[config.mk]
export PLATFORM = sky130hd
export DESIGN_NAME = pulse_meas_flat
export DESIGN_NICKNAME = d
export VERILOG_FILES = /design/src/rtl/pulse_meas_pkg.sv /design/src/rtl/pulse_meas_if.sv /design/src/rtl/sat_counter.sv /design/src/rtl/pulse_meas.sv /design/src/flat_wrapper.sv
export SDC_FILE = /design/constraint.sdc
export NUM_CORES = 1
export LEC_CHECK = 0
export CELL_PAD_IN_SITES_DETAIL_PLACEMENT = 0
export CELL_PAD_IN_SITES_GLOBAL_PLACEMENT = 1
export CORE_ASPECT_RATIO = 0.7
export CORE_MARGIN = 5
export CORE_UTILIZATION = 49
export CTS_CLUSTER_SIZE = 40
export DETAILED_ROUTE_END_ITERATION = 10
export PLACE_DENSITY_LB_ADDON = 0.1
export SYNTH_ARGS = -nofsm -noshare
export SYNTH_HDL_FRONTEND = slang
export SYNTH_HIERARCHICAL = 1
export SYNTH_SLANG_ARGS = --single-unit
export TNS_END_PERCENT = 100
[constraint.sdc]
create_clock -name clk -period 5.4 [get_ports clk]
set_clock_uncertainty 0.2 [all_clocks]
set_input_delay 1.08 -clock clk [delete_from_list [all_inputs] [get_ports clk]]
set_output_delay 1.08 -clock clk [all_outputs]
set_load 0.02 [all_outputs]
[src/rtl/pulse_meas_pkg.sv]
// pulse_meas_pkg: shared FSM states, default width and result record for pulse_meas
package pulse_meas_pkg;
  localparam int PM_W_DEFAULT = 16;
  typedef enum logic [1:0] {IDLE, HIGH, LOW} pm_state_e;
  typedef struct packed {
    logic [PM_W_DEFAULT-1:0] high;
    logic [PM_W_DEFAULT-1:0] period;
    logic                    sat;
  } pm_rec_t;
endpackage

[src/rtl/pulse_meas_if.sv]
// pulse_meas_if: strobe inputs and result handshake; timeout exists only with PULSE_MEAS_TIMEOUT_EN
interface pulse_meas_if import pulse_meas_pkg::*; #(parameter int W = PM_W_DEFAULT);
  logic         rise, fall, clr, out_ready;
  logic         out_valid, out_sat, overrun, err;
  logic [W-1:0] out_high, out_period;
`ifdef PULSE_MEAS_TIMEOUT_EN
  logic         timeout;
  modport master (output rise, fall, clr, out_ready,
                  input out_valid, out_high, out_period, out_sat, overrun, err, timeout);
  modport slave (input rise, fall, clr, out_ready,
                 output out_valid, out_high, out_period, out_sat, overrun, err, timeout);
`else
  modport master (output rise, fall, clr, out_ready,
                  input out_valid, out_high, out_period, out_sat, overrun, err);
  modport slave (input rise, fall, clr, out_ready,
                 output out_valid, out_high, out_period, out_sat, overrun, err);
`endif
endinterface

[src/rtl/sat_counter.sv]
// sat_counter: W-bit counter with load-to-1, increment enable and saturation at all-ones
module sat_counter import pulse_meas_pkg::*; #(parameter int W = PM_W_DEFAULT) (
  input  logic         clk,
  input  logic         rst,
  input  logic         load_i,
  input  logic         inc_i,
  output logic [W-1:0] cnt_o,
  output logic         at_max_o
);
  logic [W-1:0] cnt_q, cnt_d;
  assign at_max_o = &cnt_q;
  assign cnt_o = cnt_q;
  always_comb cnt_d = load_i ? W'(1) : (inc_i && !at_max_o) ? cnt_q + W'(1) : cnt_q;
  always_ff @(posedge clk or posedge rst)
    if (rst) cnt_q <= '0;
    else cnt_q <= cnt_d;
endmodule

[src/rtl/pulse_meas.sv]
// pulse_meas: high-time/period measurement from rise/fall strobes with a one-entry result register.
// PULSE_MEAS_TIMEOUT_EN turns period saturation into an abort back to IDLE with a timeout pulse.
module pulse_meas import pulse_meas_pkg::*; #(parameter int W = PM_W_DEFAULT) (
  input logic        clk,
  input logic        rst,
  pulse_meas_if.slave p
);
  typedef struct packed {
    logic [W-1:0] high;
    logic [W-1:0] period;
    logic         sat;
  } rec_t;
  pm_state_e    state_q, state_d;
  rec_t         rec_q, rec_d;
  logic [W-1:0] hcnt, pcnt, hi_cap_q, hi_cap_d;
  logic h_max, p_max, sat_q, sat_d, valid_q, valid_d, overrun_q, overrun_d, err_q, err_d;
  logic rise_only, fall_only, both, run, tmo, rec_sat, load, h_inc, p_inc, emit, take, err_set;
  assign rise_only = p.rise & ~p.fall;
  assign fall_only = p.fall & ~p.rise;
  assign both = p.rise & p.fall;
  assign run = state_q != IDLE;
`ifdef PULSE_MEAS_TIMEOUT_EN
  logic tmo_q;
  assign tmo = run & p_max;
  assign rec_sat = 1'b0;
  assign p.timeout = tmo_q;
  always_ff @(posedge clk or posedge rst)
    if (rst) tmo_q <= 1'b0;
    else tmo_q <= tmo;
`else
  assign tmo = 1'b0;
  assign rec_sat = sat_q | h_max | p_max;
`endif
  // a simultaneous rise+fall is ignored but time still passes, so counters keep advancing
  assign load = rise_only & ~tmo;
  assign h_inc = (state_q == HIGH) & ~(p.rise ^ p.fall);
  assign p_inc = run & ~rise_only;
  assign emit = (state_q == LOW) & rise_only & ~tmo;
  assign take = emit & (~valid_q | p.out_ready);
  assign err_set = both | ((state_q == HIGH) & rise_only) | ((state_q == LOW) & fall_only);
  sat_counter #(.W(W)) u_hcnt (.clk(clk), .rst(rst), .load_i(load), .inc_i(h_inc), .cnt_o(hcnt), .at_max_o(h_max));
  sat_counter #(.W(W)) u_pcnt (.clk(clk), .rst(rst), .load_i(load), .inc_i(p_inc), .cnt_o(pcnt), .at_max_o(p_max));
  always_comb begin
    state_d = tmo ? IDLE : rise_only ? HIGH : (fall_only && state_q == HIGH) ? LOW : state_q;
    sat_d = rise_only ? 1'b0 : sat_q | (run & (h_max | p_max));
    hi_cap_d = (state_q == HIGH && fall_only) ? hcnt : hi_cap_q;
    valid_d = take | (valid_q & ~p.out_ready);
    rec_d = take ? {hi_cap_q, pcnt, rec_sat} : rec_q;
    overrun_d = (emit & valid_q & ~p.out_ready) | (overrun_q & ~p.clr);
    err_d = err_set | (err_q & ~p.clr);
  end
  always_ff @(posedge clk or posedge rst)
    if (rst) begin
      state_q <= IDLE;
      rec_q <= '0;
      hi_cap_q <= '0;
      sat_q <= 1'b0;
      valid_q <= 1'b0;
      overrun_q <= 1'b0;
      err_q <= 1'b0;
    end else begin
      state_q <= state_d;
      rec_q <= rec_d;
      hi_cap_q <= hi_cap_d;
      sat_q <= sat_d;
      valid_q <= valid_d;
      overrun_q <= overrun_d;
      err_q <= err_d;
    end
  assign p.out_valid = valid_q;
  assign p.out_high = rec_q.high;
  assign p.out_period = rec_q.period;
  assign p.out_sat = rec_q.sat;
  assign p.overrun = overrun_q;
  assign p.err = err_q;
endmodule

[src/flat_wrapper.sv]
// flat-port wrapper written by rule: the top's interface ports become plain ports
module pulse_meas_flat import pulse_meas_pkg::*;
#(parameter int W = PM_W_DEFAULT)
  (clk, rst, p_rise, p_fall, p_clr, p_out_ready, p_out_valid, p_out_high, p_out_period, p_out_sat, p_overrun, p_err);
  pulse_meas_if #(.W(W)) p_i ();
  input logic clk;
  input logic rst;
  input wire logic [$bits(p_i.rise)-1:0] p_rise;
  input wire logic [$bits(p_i.fall)-1:0] p_fall;
  input wire logic [$bits(p_i.clr)-1:0] p_clr;
  input wire logic [$bits(p_i.out_ready)-1:0] p_out_ready;
  output wire logic [$bits(p_i.out_valid)-1:0] p_out_valid;
  output wire logic [$bits(p_i.out_high)-1:0] p_out_high;
  output wire logic [$bits(p_i.out_period)-1:0] p_out_period;
  output wire logic [$bits(p_i.out_sat)-1:0] p_out_sat;
  output wire logic [$bits(p_i.overrun)-1:0] p_overrun;
  output wire logic [$bits(p_i.err)-1:0] p_err;
  assign p_i.rise = p_rise;
  assign p_i.fall = p_fall;
  assign p_i.clr = p_clr;
  assign p_i.out_ready = p_out_ready;
  assign p_out_valid = p_i.out_valid;
  assign p_out_high = p_i.out_high;
  assign p_out_period = p_i.out_period;
  assign p_out_sat = p_i.out_sat;
  assign p_overrun = p_i.overrun;
  assign p_err = p_i.err;
  pulse_meas #(.W(W)) u_core (.clk(clk), .rst(rst), .p(p_i));
endmodule
### Word level (Yosys, flattened, before mapping)

Cells that the tools add are included.

* bits in registers: 87

* multiplexer cells: 7
* add/subtract/negate cells: 2
* bitwise operators: 33
* equal/unequal tests: 2
* reduce and logical (&&, ||, !) cells: 11

Operators by type and width (count)
* 2-to-1 mux 16 bit: 4
* adder 16 x 1 -> 16 bit (second input constant): 2
* AND reduction 16 bit: 2
* bitwise AND 1 bit: 15
* bitwise OR 1 bit: 10
* nonzero test 2 bit: 4
* inverter 1 bit: 7
* 2-to-1 mux 2 bit: 2
* logical AND 1 bit: 3
* equality test 2 x 1 -> 1 bit (second input constant): 1
* equality test 2 bit (second input constant): 1
* logical NOT 1 bit: 2
* 2-to-1 mux 1 bit: 1
* bitwise XOR 1 bit: 1

### Depth between registers and ports, before layout

* depth in word-level cells: 7
* gate-level depth with buffers: 8
* depth with buffers taken out: 7

### Modules after synthesis

Netlist, hierarchy kept.

By module, submodules not included
* pulse_meas: area each 2309.7 um2, times used 1, seq. area each 1376.3 um2, cells each 138
* sat_counter: area each 892.1 um2, times used 2, seq. area each 400.4 um2, cells each 97

### Worst setup path before layout

Ideal clock, no wire load.

* kind: input-to-reg
* from: in p_fall
* to: reg u_core.u_pcnt.cnt_q[13], in the netlist u_core/u_pcnt/cnt_o[13]
* path slack: 2337 ps
* setup time: 78 ps
* stages: 8
* data required time: 5122 ps
* arrival: 2785 ps
* path through: inv_1 ha_1 nor2_1 nand3_1 or3_1 buf_2 or4_1 a21oi_1

* longest elaborated chain between the ends: 6

Ends and longest elaborated chain
* from (decl): RTL line flat_wrapper.sv:9 `input wire logic [$bits(p_i.fall)-1:0] p_fall;`
* inverter 1 bit: RTL line pulse_meas.sv:18 `assign rise_only = p.rise & ~p.fall;`
* bitwise AND 1 bit: RTL line pulse_meas.sv:18
* via u_core.load: RTL line pulse_meas.sv:17 `logic rise_only, fall_only, both, run, tmo, rec_sat, load, h_inc, p_inc, emit, take, err_set;`
* inverter 1 bit: RTL line pulse_meas.sv:37 `assign p_inc = run & ~rise_only;`
* bitwise AND 1 bit: RTL line pulse_meas.sv:37
* via u_core.p_inc: RTL line pulse_meas.sv:17
* logical AND 1 bit: RTL line sat_counter.sv:13 `always_comb cnt_d = load_i ? W'(1) : (inc_i && !at_max_o) ? cnt_q + W'(1) : cnt_q;`
* nonzero test 2 bit (no line)
* to (signal assigned): RTL line sat_counter.sv:16 `else cnt_q <= cnt_d;`
* to (decl): RTL line sat_counter.sv:10 `logic [W-1:0] cnt_q, cnt_d;`

The timed path passes the listed nets, and every way through them passes these cells.
A chain may end at the register's enable or synchronous reset.

### Worst setup path in the final report

Ends and elaborated chain as after synthesis.

==> impl_results.md <==
- DRT Pass-1 Iters: 4
- R2r setup slk: 2.86 ns
- Worst IR Drop VDD: 194 uV
- Hold path start: u_core/p.overrun$_DFF_PP0_
- Initial DRC count: 191
- Share of cells above drive strength 1: 0.200
- Setup tns final: 0 ns
- Crit path arrival time: 3.71 ns
- Antenna violations before repair: 0
- Number of hold violations in the final report: 0
- Placer Congestion: between 0.7 and 0.8
- Number of synthesized flops with an enable pin: 0
- WP data required: ~5.5 ns
- Syn Inst Count: 332
- Post-synthesis async set-or-reset flop share: 1.00
- Layout area overhead: 18.5%
- Crit-path max cell delay: 0.54 ns
- Largest net degree at the start of global routing: 42
- Syn nets: 343
- Leakage: 2.17 nW
- Commonest cells post-synth: dfrtp_1, mux2_4, a21oi_1, nor2_1, mux2_2
- Power Dens Cells: 346 nW/um2
- Status: complete, no violations
- Top cells by area, synth: dfrtp_1, mux2_4, mux2_2, a21oi_1, nor2_1
- Critical path class: input port to register
- First-pass GRT wire length: about 14 mm
- Die area: 10300 um2
- Core area: 8010 um2
- Num ports: 42
- Unique masters post-synth: 46
- GRT overflow: 0
- PortBufs: 41
- Max clock buf depth: 2
- Crit share post-route: 0.677
- CTS clk-pin slew, worst paths: 0.06 ns
- # rows: 27
- Syn Area/Cell: between 10 and 15 um2
- Worst r2r dst: u_core/u_hcnt/cnt_o[13]$_DFFE_PP0P_
- Vias/cell: 5.74
- Share of the synthesized area in the top cell type: 0.532
- Largest fanout on the critical path: 41
- Total power draw: 0.00168 W
- Post-CTS setup buffer count: 0
- Worst hold path class: register to register
- Fmax: 274 MHz
- CTS Sinks: 87
- CP max stage cell: or4_1
- Crit Reg-Reg Startpoint: u_core/state_q[1]$_DFFE_PP0P_
- Slew Limit Headroom: 0.411
- Worst slew pin tran: 0.876 ns
- CTS tree: built
- Via count: 2761
- RSZ-0062 raised after global routing: false
- Nets@finish: between 300 and 400
- Total global-route track usage: 0.174
- Die W: ~120 um
- Hold EP: u_core/p.overrun$_DFF_PP0_
- Ordered list of cells on the worst path: clkdlybuf4s50_1, inv_1, ha_1, buf_4, nor2_1, nand3_1, or3_1, or4_1, a21oi_1
- Clock buffer count from CTS: 9
- Yosys warns: 6
- # DRC: 0
- Vias in the first global route: 2620
- Worst reg2reg path depth: 6
- Pins over their slew limit: 0
- Post-DP HPWL: 5.43 mm
- Minimum clock period: 3.65 ns
- Critical path capture point type: register
- # diodes: 0
- H-tree levels: 3
- Worst Hold Depth: 1
- Crit-path leading delay family: simple AND/OR/NAND/NOR gates
- CP Launch Type: input port
- Hold-fix buffers, CTS: 0
- Final Routed Wirelength: about 8.3 mm
- Post-cts repair resize count: 0
- WP buf/inv: 3
- Max cap viols: 0
- Initial Util: 0.511
- Routed WL per cell: 17.4 um
- # setup viols final: 0
- Top FF cell, synth: dfrtp_1
- Post-synth top area cell: dfrtp_1
- Most frequent cell after synthesis: dfrtp_1
- Post-Synthesis Cell Area: 4090 um2
- Root Driver: clkbuf_16
- Routed Antenna Nets: 0
- Synthesis-stage register bit count: 87
- Die Y-Extent: just under 90 um
- Skew-Pair Late Insertion Delay: 0.34 ns
- Seq/Total Area, Yosys: 0.532
-- per-layer routing --
layer,GRT usage,part of all wire
met4,0.0631,0.0085
met1,0.271,0.55
met3,0.0502,0.051
met2,0.225,0.39
met5,0,0
-- cell usage in the layout, fill, tap and decap left out, types with 8 or more instances in the layout --
master	n
nand4_1	10
nand2_1	12
mux2_4	30
nor3_1	13
mux2_2	17
clkdlybuf4s50_1	41
o31ai_1	8
a21oi_1	22
nor2_1	22
clkbuf_16	9
nand3_1	8
or3_1	8
inv_1	10
dfrtp_1	87
-- worst reg2reg max path: stages, from the launching register on --
cell	delay (ns)
dfrtp_1	0.43
and2b_2	0.28
and2_1	0.25
nand3_1	0.17
or3_1	0.44
or4_1	0.53
a21oi_1	0.16
-- cell type report --
type	instances	area, um2
clock buffer	12	256
inverter	11	41.3
timing repair buffer	44	433
sequential	87	2180
tap	101	126
clock inverter	3	42.5
fill	666	3160
multi-input combinational	223	1770
-- power by group --
group | total [W] | switching (W) | internal (W)
sequential | 0.000782 | 0.0000651 | 0.000717
combinational | 0.000275 | 0.000138 | 0.000136
clock | 0.000622 | 0.000242 | 0.000380
total | 0.00168 | 0.000445 | 0.00123
-- logic make-up (layout without fill, tap and decap cells) --
group | Yosys count | after routing | share of synthesized area
flops | 87 | 87 | 0.532
simple gates | 113 | 113 | 0.163
compound gates | 52 | 52 | 0.0819
fa+ha+maj | 5 | 5 | 0.0153
xor+xnor | 2 | 2 | 0.00428
buf+inv | 22 | 70 | 0.0364
mux | 51 | 51 | 0.167
-- state kept, by name (all words and copies together), names as in the netlist --
name                 count
u_core/p.out_high       16
u_core/p.out_valid       1
u_core/p.overrun         1
u_core/sat_q             1
u_core/p.err             1
u_core/u_pcnt/cnt_o     16
u_core/hi_cap_q         16
u_core/state_q           2
u_core/u_hcnt/cnt_o     16
u_core/p.out_period     16
u_core/p.out_sat         1
-- how the worst max path moves through the flow --
stage	cells after the start	start	to
6_report	9	p_fall	u_core/u_pcnt/cnt_o[13]$_DFFE_PP0P_
5_1_grt	9	p_fall	u_core/u_pcnt/cnt_o[13]$_DFFE_PP0P_
4_1_cts	9	p_fall	u_core/u_pcnt/cnt_o[13]$_DFFE_PP0P_
3_5_place_dp	9	p_fall	u_core/u_pcnt/cnt_o[13]$_DFFE_PP0P_
3_3_place_gp	9	p_fall	u_core/u_pcnt/cnt_o[13]$_DFFE_PP0P_
2_1_floorplan	8	p_fall	u_core/u_pcnt/cnt_o[13]$_DFFE_PP0P_
-- stage by stage --
step           hold slack, ns  cells  cell area [um2]  setup WS (ns)  utilization
6_report                0.291    481             4850           1.75        0.606
5_1_grt                 0.302    481             4850           1.60        0.606
4_1_cts                 0.296    481             4850           1.80        0.606
3_5_place_dp            0.273    466             4550           1.45        0.568
3_3_place_gp            0.274    466             4550           1.55        0.568
2_1_floorplan           0.259    332             4090           2.34            -
No activity file was read; power rests on OpenSTA's default activity.
